===== src/rtl/i2s_pkg.sv =====
// Shared types and constants for the I2S receive channel.
// Holds the receiver FSM state type, output buffer depth and a word-length mask helper.
// No logic of its own; imported by the channel top and its shift registers.
package i2s_pkg;

  typedef enum logic [1:0] {
    ST_IDLE,
    ST_SYNC,
    ST_RUNNING
  } rx_state_e;

  localparam int unsigned BUF_DEPTH = 2;

  // Ones in bits [wlen:0], zeros above.
  function automatic logic [31:0] wlen_mask(input logic [4:0] wlen);
    return 32'hFFFF_FFFF >> (5'd31 - wlen);
  endfunction

endpackage


===== src/rtl/i2s_rx_shreg.sv =====
// 32-bit serial-to-parallel shift register for one I2S data line.
// Latency: a bit inserted on a rising edge is visible right after that edge.
// No backpressure; clear applies to the same edge as the insert so a new word starts from zero.
module i2s_rx_shreg
  import i2s_pkg::*;
(
  input  logic        clk_i,
  input  logic        rst_i,
  input  logic        clr_i,
  input  logic        shift_i,
  input  logic        bit_i,
  input  logic        lsb_first_i,
  input  logic [4:0]  wlen_i,
  output logic [31:0] data_o
);

  logic [31:0] data_q;
  logic [31:0] data_d;
  logic [31:0] base;

  // Next word value: optionally clear, then insert the new bit in the configured direction.
  always_comb begin
    base   = clr_i ? 32'h0 : data_q;
    data_d = data_q;
    if (shift_i) begin
      if (lsb_first_i) begin
        data_d         = base >> 1;
        data_d[wlen_i] = bit_i;
      end else begin
        data_d = {base[30:0], bit_i};
      end
      data_d = data_d & wlen_mask(wlen_i);
    end
  end

  // Word register with synchronous clear.
  always_ff @(posedge clk_i) begin
    if (rst_i) begin
      data_q <= '0;
    end else begin
      data_q <= data_d;
    end
  end

  assign data_o = data_q;

endmodule


===== src/rtl/i2s_rx_channel.sv =====
// I2S receiver: one or two serial channels assembled into right-aligned 32-bit words.
// Latency: word pushed one sck cycle after its last bit; ch1 follows ch0 a cycle later.
// Backpressure: 2-entry buffer; if a word boundary does not fit, the whole boundary is dropped and
// fifo_err_o pulses. Optional sign extension of pushed words under I2S_RX_SIGN_EXT_EN.
module i2s_rx_channel
  import i2s_pkg::*;
(
  input  logic        sck_i,
  input  logic        rst_i,
  input  logic        i2s_ch0_i,
  input  logic        i2s_ch1_i,
  input  logic        i2s_ws_i,
  output logic [31:0] fifo_data_o,
  output logic        fifo_data_valid_o,
  input  logic        fifo_data_ready_i,
  output logic        fifo_err_o,
  input  logic        cfg_en_i,
  input  logic        cfg_2ch_i,
  input  logic [4:0]  cfg_wlen_i,
  input  logic        cfg_lsb_first_i
);

  rx_state_e   state_q;
  logic [4:0]  cnt_q;
  logic        done_q;
  logic        r_ws_q;
  logic        ws_edge;
  logic        soft_rst;
  logic        shift_en;
  logic        word_clr;
  logic [31:0] sh0, sh1;
  logic [31:0] w0, w1;

  logic [31:0] buf_q [2];
  logic [31:0] buf_d [2];
  logic [1:0]  fill_q, fill_d, fill_pop, nwr;
  logic        err_q, err_d, pop;

  assign ws_edge  = i2s_ws_i ^ r_ws_q;
  // Disabling the channel behaves like reset for everything except the WS history.
  assign soft_rst = rst_i | ~cfg_en_i;
  assign shift_en = cfg_en_i & (((state_q == ST_SYNC) & ws_edge) | (state_q == ST_RUNNING));
  assign word_clr = (state_q == ST_SYNC) | (cnt_q == 5'd0);

  i2s_rx_shreg u_shreg_ch0 (
    .clk_i       (sck_i),
    .rst_i       (soft_rst),
    .clr_i       (word_clr),
    .shift_i     (shift_en),
    .bit_i       (i2s_ch0_i),
    .lsb_first_i (cfg_lsb_first_i),
    .wlen_i      (cfg_wlen_i),
    .data_o      (sh0)
  );

  i2s_rx_shreg u_shreg_ch1 (
    .clk_i       (sck_i),
    .rst_i       (soft_rst),
    .clr_i       (word_clr),
    .shift_i     (shift_en & cfg_2ch_i),
    .bit_i       (i2s_ch1_i),
    .lsb_first_i (cfg_lsb_first_i),
    .wlen_i      (cfg_wlen_i),
    .data_o      (sh1)
  );

`ifdef I2S_RX_SIGN_EXT_EN
  // Replicate the word's top bit into the unused upper bits.
  always_comb begin
    w0 = sh0[cfg_wlen_i] ? (sh0 | ~wlen_mask(cfg_wlen_i)) : sh0;
    w1 = sh1[cfg_wlen_i] ? (sh1 | ~wlen_mask(cfg_wlen_i)) : sh1;
  end
`else
  assign w0 = sh0;
  assign w1 = sh1;
`endif

  // Framing FSM: wait for enable, lock onto a WS edge, then count bits free-running.
  always_ff @(posedge sck_i) begin
    if (rst_i) begin
      state_q <= ST_IDLE;
      cnt_q   <= '0;
      done_q  <= 1'b0;
      r_ws_q  <= 1'b0;
    end else begin
      r_ws_q <= i2s_ws_i;
      if (!cfg_en_i) begin
        state_q <= ST_IDLE;
        cnt_q   <= '0;
        done_q  <= 1'b0;
      end else begin
        done_q <= 1'b0;
        case (state_q)
          ST_IDLE: state_q <= ST_SYNC;
          ST_SYNC: begin
            if (ws_edge) begin
              state_q <= ST_RUNNING;
              cnt_q   <= 5'd1;
            end
          end
          ST_RUNNING: begin
            if (cnt_q == cfg_wlen_i) begin
              cnt_q  <= '0;
              done_q <= 1'b1;
            end else begin
              cnt_q <= cnt_q + 5'd1;
            end
          end
          default: state_q <= ST_IDLE;
        endcase
      end
    end
  end

  // Buffer update: pop first, then write the whole boundary only if it fits.
  always_comb begin
    pop      = fifo_data_valid_o & fifo_data_ready_i;
    buf_d[0] = pop ? buf_q[1] : buf_q[0];
    buf_d[1] = buf_q[1];
    fill_pop = fill_q - {1'b0, pop};
    fill_d   = fill_pop;
    err_d    = 1'b0;
    nwr      = done_q ? (cfg_2ch_i ? 2'd2 : 2'd1) : 2'd0;
    if (nwr != 2'd0) begin
      if (nwr > (2'(BUF_DEPTH) - fill_pop)) begin
        err_d = 1'b1;
      end else begin
        if (fill_pop == 2'd0) begin
          buf_d[0] = w0;
          buf_d[1] = w1;
        end else begin
          buf_d[1] = w0;
        end
        fill_d = fill_pop + nwr;
      end
    end
  end

  // Buffer and error pulse registers.
  always_ff @(posedge sck_i) begin
    if (soft_rst) begin
      buf_q[0] <= '0;
      buf_q[1] <= '0;
      fill_q   <= '0;
      err_q    <= 1'b0;
    end else begin
      buf_q[0] <= buf_d[0];
      buf_q[1] <= buf_d[1];
      fill_q   <= fill_d;
      err_q    <= err_d;
    end
  end

  assign fifo_data_valid_o = (fill_q != 2'd0);
  assign fifo_data_o       = fifo_data_valid_o ? buf_q[0] : 32'h0;
  assign fifo_err_o        = err_q;

endmodule


===== config.mk =====
export PLATFORM = sky130hd
export DESIGN_NAME = i2s_rx_channel
export DESIGN_NICKNAME = d
export VERILOG_FILES = /design/src/rtl/i2s_pkg.sv /design/src/rtl/i2s_rx_shreg.sv /design/src/rtl/i2s_rx_channel.sv
export SDC_FILE = /design/constraint.sdc
export NUM_CORES = 1
export LEC_CHECK = 0
export BUFFER_PORTS_ARGS = -buffer_cell sky130_fd_sc_hd__buf_2
export CAP_MARGIN = 20
export CORE_UTILIZATION = 40
export DETAILED_ROUTE_END_ITERATION = 8
export PLACE_DENSITY = 0.58
export SLEW_MARGIN = 20
export SYNTH_ARGS = -nofsm -noshare
export SYNTH_HDL_FRONTEND = slang
export SYNTH_SLANG_ARGS = --single-unit

===== constraint.sdc =====
create_clock -name sck_i -period 3.82 [get_ports sck_i]
set_input_delay 0.764 -clock sck_i [delete_from_list [all_inputs] [get_ports sck_i]]
set_output_delay 0.764 -clock sck_i [all_outputs]
set_load 0.05 [all_outputs]

# ---- Word-level counts from Yosys, hierarchy flattened
# Memory sizes are Yosys's and may differ from the RTL's.
# Cells that the tools add are included.
dict set report op_classes {
  n_mux 32
  order_cmp 3
  shift 1
  addsub 5
  n_eq_ne 4
  bitwise 15
  reduce_logical 12
}
# operator n
set op_table {}
lappend op_table {{32-bit two-way mux} 12}
lappend op_table {{64-bit two-way mux} 2}
lappend op_table {{32-bit bitwise AND} 2}
lappend op_table {{32-bit bitwise mux} 2}
lappend op_table {{32-bit by 5-bit >> shifter with 32-bit output, first input constant} 1}
lappend op_table {{2-bit two-way mux} 5}
lappend op_table {{5-bit two-way mux} 2}
lappend op_table {{5-bit case mux with 2 select lines} 1}
lappend op_table {{5-bit by 6-bit less-than comparator with 1-bit output, second input constant} 1}
lappend op_table {{1-bit two-way mux} 6}
lappend op_table {{2-bit case mux with 3 select lines} 1}
lappend op_table {{2-bit nonzero test} 3}
lappend op_table {{5-bit by 1-bit adder with 5-bit output, second input constant} 1}
lappend op_table {{1-bit demux with 5-bit select} 1}
lappend op_table {{5-bit == test} 1}
lappend op_table {{5-bit by 1-bit greater-or-equal comparator with 1-bit output, second input constant} 1}
lappend op_table {{5-bit zero test} 1}
lappend op_table {{1-bit bitwise OR} 5}
lappend op_table {{5-bit subtractor, first input constant} 1}
lappend op_table {{1-bit bitwise AND} 4}
lappend op_table {{2-bit zero test} 2}
lappend op_table {{2-bit AND reduction} 2}
lappend op_table {{2-bit OR reduction} 2}
lappend op_table {{1-bit inverter} 3}
lappend op_table {{other kinds (10)} 10}
dict set report totals {
  memories 1
  inputBits 14
  mem_bits_rw 64
  ff_bits 76
  out_inout_bits 34
}
# memory depth word_bits rd rd_ports_with_merged_regs wr line_no
set memory_table {}
lappend memory_table {buf_q 2 32 2 0 2 i2s_rx_channel.sv:34} ;# logic [31:0] buf_q [2];

# ---- Logic depth before layout (Yosys ltp)
# Gate-level depths: netlist of run 1.
dict set report depth {
  word_depth 8
  ltp_mapped 11
  depth_no_buf 9
}

# ---- Cells and area by module
# From an unflattened synthesis of run 1, not the netlist that was laid out.
dict set report unflattened {
  cells_unflattened 1100
  area_unflattened_um2 9240.1
}
# mod area_each_um2 seq_area_each_um2 cells_per_inst n_inst
set by_module_without_submodules {}
lappend by_module_without_submodules {i2s_rx_shreg 2437.3 640.6 322 2}
lappend by_module_without_submodules {i2s_rx_channel 4365.4 1521.5 456 1}

# ---- Least setup slack after synthesis of run 1
# Ideal clock, no wire load.
dict set report synth_timing {
  kind {input-to-reg}
  start {input port fifo_data_ready_i}
  end {memory buf_q[1][14], in the netlist buf_q[0][46]}
  cell_stages 11
  setup_time_ns 0.086
  slack_ns 0.916
  arrival_time_ns 2.819
  cell_sequence {nor2b_1 a21oi_1 ha_1 ha_1 nor2b_1 o22ai_1 and2_1 buf_2 buf_1 nor2_1 a211oi_1}
}
# item line_no
set synth_lines {}
lappend synth_lines {{from (decl)} i2s_rx_channel.sv:15} ;# input logic fifo_data_ready_i,
lappend synth_lines {{to (decl)} i2s_rx_channel.sv:34}

==> implementation parameters, run 1 <==
Parameter                              Value

Outcome
  Status    finished, final reports clean

Yosys
  Multiplexer fraction of the synthesized cell area    around 8.7%
  Synth Warn #    0
  Main combinational cell family by area after synthesis    compound AO/OA/AOI/OAI gates
  Basic-gate share of the synthesized area counting and, or, nand and nor cells    between 20% and 30%
  Flip-flop and latch count after synthesis    140
  Most used DFF post-synth    sky130_fd_sc_hd__dfxtp_1
  Portion of synthesized cell area occupied by the leading cell type    between 30 and 40%
  Number of enable-type register cells in the synthesized netlist    0
  Mapped Area    about 7900 sq um
  Top cells by area, synth    sky130_fd_sc_hd__dfxtp_1 (36%), sky130_fd_sc_hd__mux2i_1 (8.5%), sky130_fd_sc_hd__a211oi_1 (6.5%)
  Area fraction in compound gates after synthesis    between 20% and 30%
  Register area share after synthesis    a little over a third
  Number of different library cells in the post-synthesis netlist    between 70 and 80
  Synthesized-area fraction occupied by adder cells    less than 1%
  Area share of xor/xnor cells in the synthesized design    1.11%
  Top-count cell post-synth    sky130_fd_sc_hd__dfxtp_1
  Post-synth net total    about 990
  Average cell area after synthesis    around 8.1 sq um
  Number of instances in the synthesized netlist    ~970
  Cell type with the highest aggregate area in the netlist    sky130_fd_sc_hd__dfxtp_1
  Async set-or-reset flop fraction in the synthesized netlist    0%
  Commonest cells post-synth    sky130_fd_sc_hd__dfxtp_1 (140), sky130_fd_sc_hd__nor2_1 (107), sky130_fd_sc_hd__nand2_1 (77)

Floorplan
  Full die area    approximately 20000 sq um
  Die Wd    142 um
  Initial cell density of the core    41.4%
  Die span in y    142 um
  Number of top-level pins    48
  Standard cell core area    roughly 19000 sq um
  Num rows    50

Power
  PwrDens    about 370 nW/um^2
  Total power after layout    3.26 mW
  Worst vdd ir    0.326 mV
  Standby leakage power    around 3.5 nW

Global routing
  Aggregate global routing overflow    0
  First-pass GRT wire length    40000 um
  Vias in the first global route    about 7100
  Global-route usage over all layers    between 20% and 30%
  Initial antenna violation count    1
  Largest net degree at the start of global routing    between 60 and 70

Final layout
  Area Growth Syn to Fin    12.2%
  Net count reported at finish    between 900 and 1000
  Post-route design area    8830 sq um
  Fraction of layout instances using a drive strength above 1    13.4%
  Final antenna diode count    0

Timing
  Post-layout minimum cycle time    approximately 2.9 ns
  Number of pins with negative max-slew slack in the final report    0
  Remaining max-slew budget at the tightest pin    30.4%
  Setup repair after global routing missed its margin    no
  Skew final    roughly 0.013 ns
  Final setup fails    0
  Number of hold-slack violations in the final timing report    0
  Slew at the pin closest to its max-slew limit    between 1 and 1.5 ns
  Hold Slack    a little under 0.5 ns
  Upper clock frequency limit    between 300 and 400 MHz
  Final critical-path share of the clock period    roughly 75%
  Final setup TNS    0 ns

Placement
  Count of port buffers added during placement    47
  Routability-driven placement congestion ratio    about 0.92
  Dpl cell area    between 8000 and 9000 sq um
  Half-perimeter wire length of the detailed placement result    around 17000 um

Setup path
  Critical Path Sink Type    flop
  Largest stage delay on the critical path    ~0.37 ns
  Required @ worst endpoint    4.15 ns
  Setup slack of the worst register-to-register path    approximately 1.1 ns
  Worst Reg2Reg Path Length in Cells    9
  Most used cell, CP    sky130_fd_sc_hd__nor2b_1
  Setup CP Type    in2reg
  Worst-path cell with the longest stage delay    sky130_fd_sc_hd__buf_4
  CP Launch Type    input pin
  Capture point of the worst reg-to-reg path    u_shreg_ch1.data_o[25]$_SDFFE_PP0P_
  Data arrival at the endpoint of the critical path    roughly 3.2 ns
  R2R Path Start    cnt_q[0]$_SDFFE_PP0P_
  Cell Chain, Critical Path    buf_2 -> nor2b_1 -> a21oi_1 -> ha_2 -> ha_1 -> nor2b_1 -> o22ai_1 -> and2_2 -> buf_4 -> nor2_1 -> a211oi_1
  Critical-path maximum fanout    44

Clock tree
  H-tree levels    4
  Number of cells upsized or downsized after cts    0
  Number of buffers added by the clock tree synthesis step    17
  Clock sink count    140
  Clock Root Buffer    sky130_fd_sc_hd__clkbuf_16
  Clock insertion delay at the later pin of the skew report    0.43 ns
  Cts hold-fix bufs    0
  TritonCTS clock tree    yes
  Setup Fix Bufs, Post-CTS    0
  Largest buffer count on any clock path    2
  CTS clock-pin slew for the worst setup and hold paths    about 0.06 ns

Min path
  Hold Startpoint    u_shreg_ch0.data_o[31]$_SDFFE_PP0P_
  Hold-critical path depth    2
  Hold EP    u_shreg_ch0.data_o[31]$_SDFFE_PP0P_
  Worst min-delay path class    reg2reg

Detailed routing
  Total via count in the routed design    about 7600
  Post-DR vias/cell    slightly above 6
  Count of nets left with antenna violations after detail routing    0
  Routed length per instance    approximately 20 um
  Number of design rule violations left after detail routing    0
  First-pass iteration count of the detailed router    7
  Total wire length    roughly 25000 um
  Iter 0 DRT Violations    approximately 1100

Flow run
  Maximum capacitance violations    0
[critical path: cells and delay by family]
kind | cells | cell delay (ns)
AOI/OAI and AO/OA | 3 | 0.74
adders and majority gates | 2 | 0.59
and+or+nand+nor | 4 | 0.56
buffers and inverters | 2 | 0.49
[final cells by class]
class                   count  area [sq um]
flip-flops and latches    140          2800
fillers                  1975         10200
multi-input cells         728          4680
inverters                  12          45.0
clock buffers              23           478
clock inverters             9          63.8
well taps                 260           325
repair buffers             73           430
[stage by stage]
step / util (%) / setup slack (ns) / std cells
2_1_floorplan: - / 0.916 / 968
3_3_place_gp: 43.6 / 0.667 / 1213
3_5_place_dp: 43.6 / 0.557 / 1213
4_1_cts: 46.4 / 1.00 / 1245
5_1_grt: 46.4 / 0.793 / 1245
6_report: 46.4 / 0.962 / 1245
[routing by layer]
metal / share of wire [%] / up-vias / GRT usage [%]
met1: 46 / 3552 / 36.2
met2: 41 / 397 / 37.4
li1: - / 3598 / -
met3: 9.3 / 65 / 6.22
met5: 0 / - / 0
met4: 3.0 / 0 / 10.3
[cell families after synthesis]
logic type,count (synthesis)
AND/OR/NAND/NOR,358
AO/OA/AOI/OAI,286
flip-flops,140
buffers and inverters,100
multiplexers,68
XOR/XNOR,10
adder cells (fa/ha/maj),6
[sequential cells by signal, indices dropped and copies added (netlist names)]
signal	count
fifo_err_o	1
u_shreg_ch1.data_o	32
cnt_q	5
u_shreg_ch0.data_o	32
state_q	2
fill_q	2
r_ws_q	1
buf_q	64
done_q	1
[report_power, final]
part / switching, mW / internal, mW
sequential: 0.00430 / 1.46
combinational: 0.199 / 0.0591
clock: 0.653 / 0.881
[cells in the final DEF, fill, tap and decap left out, types with 9 or more instances in the layout]
cell / n
sky130_fd_sc_hd__a211oi_1: 68
sky130_fd_sc_hd__a21oi_1: 39
sky130_fd_sc_hd__a22o_1: 11
sky130_fd_sc_hd__a31oi_1: 18
sky130_fd_sc_hd__a32o_1: 14
sky130_fd_sc_hd__and2_1: 37
sky130_fd_sc_hd__buf_2: 47
sky130_fd_sc_hd__buf_4: 26
sky130_fd_sc_hd__clkbuf_16: 17
sky130_fd_sc_hd__dfxtp_1: 140
sky130_fd_sc_hd__inv_1: 11
sky130_fd_sc_hd__mux2i_1: 67
sky130_fd_sc_hd__nand2_1: 76
sky130_fd_sc_hd__nand3_1: 43
sky130_fd_sc_hd__nor2_1: 107
sky130_fd_sc_hd__nor2b_1: 10
sky130_fd_sc_hd__nor3_1: 27
sky130_fd_sc_hd__o211ai_1: 9
sky130_fd_sc_hd__o21ai_0: 47
sky130_fd_sc_hd__o31ai_1: 14
[how the worst max path moves through the flow]
stage	from	to	slack (ns)	cells past startpoint
6_report	fifo_data_ready_i	buf_q[0][39]$_SDFFE_PP0P_	0.96	11
5_1_grt	fifo_data_ready_i	buf_q[0][34]$_SDFFE_PP0P_	0.79	11
4_1_cts	fifo_data_ready_i	buf_q[0][39]$_SDFFE_PP0P_	1.00	11
3_5_place_dp	fifo_data_ready_i	buf_q[0][39]$_SDFFE_PP0P_	0.56	11
3_3_place_gp	fifo_data_ready_i	buf_q[0][36]$_SDFFE_PP0P_	0.67	11
2_1_floorplan	fifo_data_ready_i	buf_q[0][46]$_SDFFE_PP0P_	0.92	11
(Power assumes the default switching activity.)
==> inputs of run 2 (changes only) <==
--- a/config.mk
+++ b/config.mk
@@ -9,7 +9,7 @@
 export CAP_MARGIN = 20
 export CORE_UTILIZATION = 40
 export DETAILED_ROUTE_END_ITERATION = 8
-export PLACE_DENSITY = 0.58
+export PLACE_DENSITY = 0.6
 export SLEW_MARGIN = 20
 export SYNTH_ARGS = -nofsm -noshare
 export SYNTH_HDL_FRONTEND = slang
==> constraint.sdc (replaced) <==
create_clock -name sck_i -period 2.4 [get_ports sck_i]
set_input_delay 0.48 -clock sck_i [delete_from_list [all_inputs] [get_ports sck_i]]
set_output_delay 0.48 -clock sck_i [all_outputs]
set_load 0.05 [all_outputs]
==> run 2 against run 1 <==
Effect of this change:
- sequential share of layout area is 2.5 points lower
- sequential cell count stayed put
- die area stayed put
- register-to-register slack worse by 1.0 ns
- global-route usage is 0.52 points higher
- sequential power is 59% higher
- highest routed layer unchanged
==> implementation parameters, run 2 (same netlist as run 1, synthesis figures left out) <==
Parameter                              Value

Placement
  Half-perimeter wire length of the detailed placement result    17900 um (+6.5%)
  Routability-driven placement congestion ratio    0.952 (+3.6%)
  Placement-stage worst setup slack    -0.283 ns (-0.840 ns)
  Count of port buffers added during placement    47 (unchanged)
  Dpl cell area    8790 sq um (+6.1%)

Detailed routing
  Post-DR vias/cell    6.17 (+0.98%)
  Iter 0 DRT Violations    1217 (+6.1%)
  Number of design rule violations left after detail routing    0 (unchanged)
  Count of nets left with antenna violations after detail routing    0 (unchanged)
  Total wire length    27600 um (+9.7%)
  First-pass iteration count of the detailed router    6 (-1)
  Total via count in the routed design    8051 (+5.8%)
  Routed length per instance    21.1 um (+4.8%)

Floorplan
  Die Wd    142 um (unchanged)
  Standard cell core area    19000 sq um (unchanged)
  Full die area    20200 sq um (unchanged)
  Initial cell density of the core    41.4% (unchanged)
  Die span in y    142 um (unchanged)
  Num rows    50 (unchanged)
  Number of top-level pins    48 (unchanged)

Setup path
  Critical Path Sink Type    flop
  Setup slack of the worst register-to-register path    0.09 ns (-1.00 ns)
  Critical-path maximum fanout    8 (-82%)
  CP Launch Type    flop
  R2R Path Start    fill_q[0]$_SDFF_PP0_
  Worst Reg2Reg Path Length in Cells    12 (+3)
  Required @ worst endpoint    2.70 ns (-1.45 ns)
  Setup CP Type    reg2reg
  Capture point of the worst reg-to-reg path    buf_q[0][11]$_SDFF_PP0_
  Data arrival at the endpoint of the critical path    2.61 ns (-0.57 ns)

Final layout
  Final antenna diode count    0 (unchanged)
  Top library cells by usage in the layout, fill and taps aside    sky130_fd_sc_hd__dfxtp_1 (140), sky130_fd_sc_hd__nor2_1 (104), sky130_fd_sc_hd__nand2_1 (76)
  Most common cell after layout, fill and taps aside    sky130_fd_sc_hd__dfxtp_1
  Final cell utilization of the core    50.5% (+4.1 points)
  Net count reported at finish    1055 (+6.4%)
  Flip-flop count of the largest register, all copies and words added    64 (unchanged)
  Most flops, register    buf_q
  Area Growth Syn to Fin    22.0%
  Fraction of layout instances using a drive strength above 1    20.0% (+6.6 points)
  Count of filler cells inserted in the layout    1844 (-6.6%)
  Post-route design area    9600 sq um (+8.7%)

Clock tree
  Clock insertion delay at the later pin of the skew report    0.43 ns (about the same)
  H-tree levels    4 (unchanged)
  TritonCTS clock tree    yes
  Largest buffer count on any clock path    2 (unchanged)
  Clock Root Buffer    sky130_fd_sc_hd__clkbuf_16
  Clock sink count    140 (unchanged)
  Number of buffers added by the clock tree synthesis step    17 (unchanged)
  CTS clock-pin slew for the worst setup and hold paths    0.06 ns (about the same)

Min path
  Hold EP    r_ws_q$_SDFF_PP0_
  Hold-critical path depth    2 (unchanged)
  Worst min-delay path class    in2reg
  Hold Startpoint    rst_i

Timing
  Upper clock frequency limit    about 430 MHz
  Remaining max-slew budget at the tightest pin    49.7% (+19 points)
  Worst Slack Setup Final    0.0862 ns (-0.875 ns)
  Hold Slack    0.255 ns (-0.240 ns)
  Skew final    0.00991 ns (-0.00308 ns)
  Setup repair after global routing missed its margin    yes
  Number of pins with negative max-slew slack in the final report    0 (unchanged)
  Post-layout minimum cycle time    about 2.3 ns
  Final setup TNS    0 ns (unchanged)
  Number of hold-slack violations in the final timing report    0 (unchanged)
  Final critical-path share of the clock period    between 90% and 100%
  Final setup fails    0 (unchanged)
  Slew at the pin closest to its max-slew limit    0.752 ns (-0.288 ns)

Global routing
  First-pass GRT wire length    40900 um (+2.3%)
  Largest net degree at the start of global routing    60 (-1.6%)
  Aggregate global routing overflow    0 (unchanged)
  Initial antenna violation count    0 (-1)
  Vias in the first global route    7358 (+4.3%)
  Global-route usage over all layers    26.2% (+0.52 points)

Power
  Standby leakage power    3.86 nW (+11%)
  Worst vdd ir    0.500 mV (+53%)
  PwrDens    535 nW/um^2 (+45%)

Flow run
  Maximum capacitance violations    0 (unchanged)

Outcome
  Status    finished, final reports clean
-- run 2: changes by cell type in the layout (fill, tap and decap cells not counted), sizes merged --
cell,previous run,this run
inv,13,12
buf,73,131
clkinvlp,3,2
clkbuf,23,26
-- run 2: layer usage --
metal	share of wire [%]	wire length, um	global-route usage (%)
met4	3.2	878	10.9
met2	44	12000	39.3
met5	0	0	0
met3	8.7	2410	5.18
met1	45	12300	36.5
-- run 2: where the power goes --
| part | switching [mW] | internal (mW) | total, mW |
|---|---|---|---|
| combinational | 0.331 | 0.138 | 0.469 |
| sequential | 0.00714 | 2.33 | 2.34 |
| clock | 1.01 | 1.32 | 2.33 |
| total | 1.35 | 3.79 | 5.13 |
-- run 2: what timing repair did --
item | 4_1_cts | 5_1_grt
setup endpoints to repair | 0 | 64
resized for setup | 0 | 21
endpoints found under the hold margin | 0 | 0
setup buffers | 0 | 4
hold buffers | 0 | 0
-- run 2: worst max path at each step --
stage	cells past startpoint	to	from
6_report	12	buf_q[0][11]$_SDFF_PP0_	fill_q[0]$_SDFF_PP0_
5_1_grt	12	buf_q[0][11]$_SDFF_PP0_	fill_q[0]$_SDFF_PP0_
4_1_cts	10	buf_q[0][41]$_SDFFE_PP0P_	fill_q[0]$_SDFF_PP0_
3_5_place_dp	11	buf_q[0][41]$_SDFFE_PP0P_	fifo_data_ready_i
3_3_place_gp	11	buf_q[0][37]$_SDFFE_PP0P_	fifo_data_ready_i
2_1_floorplan	10	buf_q[0][10]$_SDFF_PP0_	fifo_data_ready_i
-- run 2: final cells by class --
type                            count  area (sq um)  area share, %
Multi-Input combinational cell    728          4780           49.8
Clock buffer                       21           450           4.69
Tap cell                          260           325           3.39
Inverter                           12          45.0          0.469
Sequential cell                   140          2800           29.2
Timing Repair Buffer              136          1140           11.9
Clock inverter                      7          47.5          0.495
-- run 2: stage by stage --
| stage | std cells | total power, mW |
|---|---|---|
| after global routing | 1304 | 5.28 |
| after detailed placement | 1264 | 2.83 |
| after CTS | 1292 | 5.15 |
| final | 1304 | 5.13 |
| after floorplan | 968 | 2.64 |
| after global placement | 1264 | 2.83 |
-- run 2: worst max-delay path, stage by stage (launching register included) --
cell and delay (ns):
sky130_fd_sc_hd__dfxtp_1 0.32, sky130_fd_sc_hd__nor2b_1 0.14, sky130_fd_sc_hd__a21oi_2 0.13, sky130_fd_sc_hd__ha_2 0.30
sky130_fd_sc_hd__ha_4 0.27, sky130_fd_sc_hd__inv_1 0.04, sky130_fd_sc_hd__o22ai_2 0.23, sky130_fd_sc_hd__buf_6 0.15
sky130_fd_sc_hd__nand3_4 0.08, sky130_fd_sc_hd__buf_12 0.17, sky130_fd_sc_hd__clkbuf_16 0.16, sky130_fd_sc_hd__nor2_1 0.13
sky130_fd_sc_hd__a211oi_2 0.06
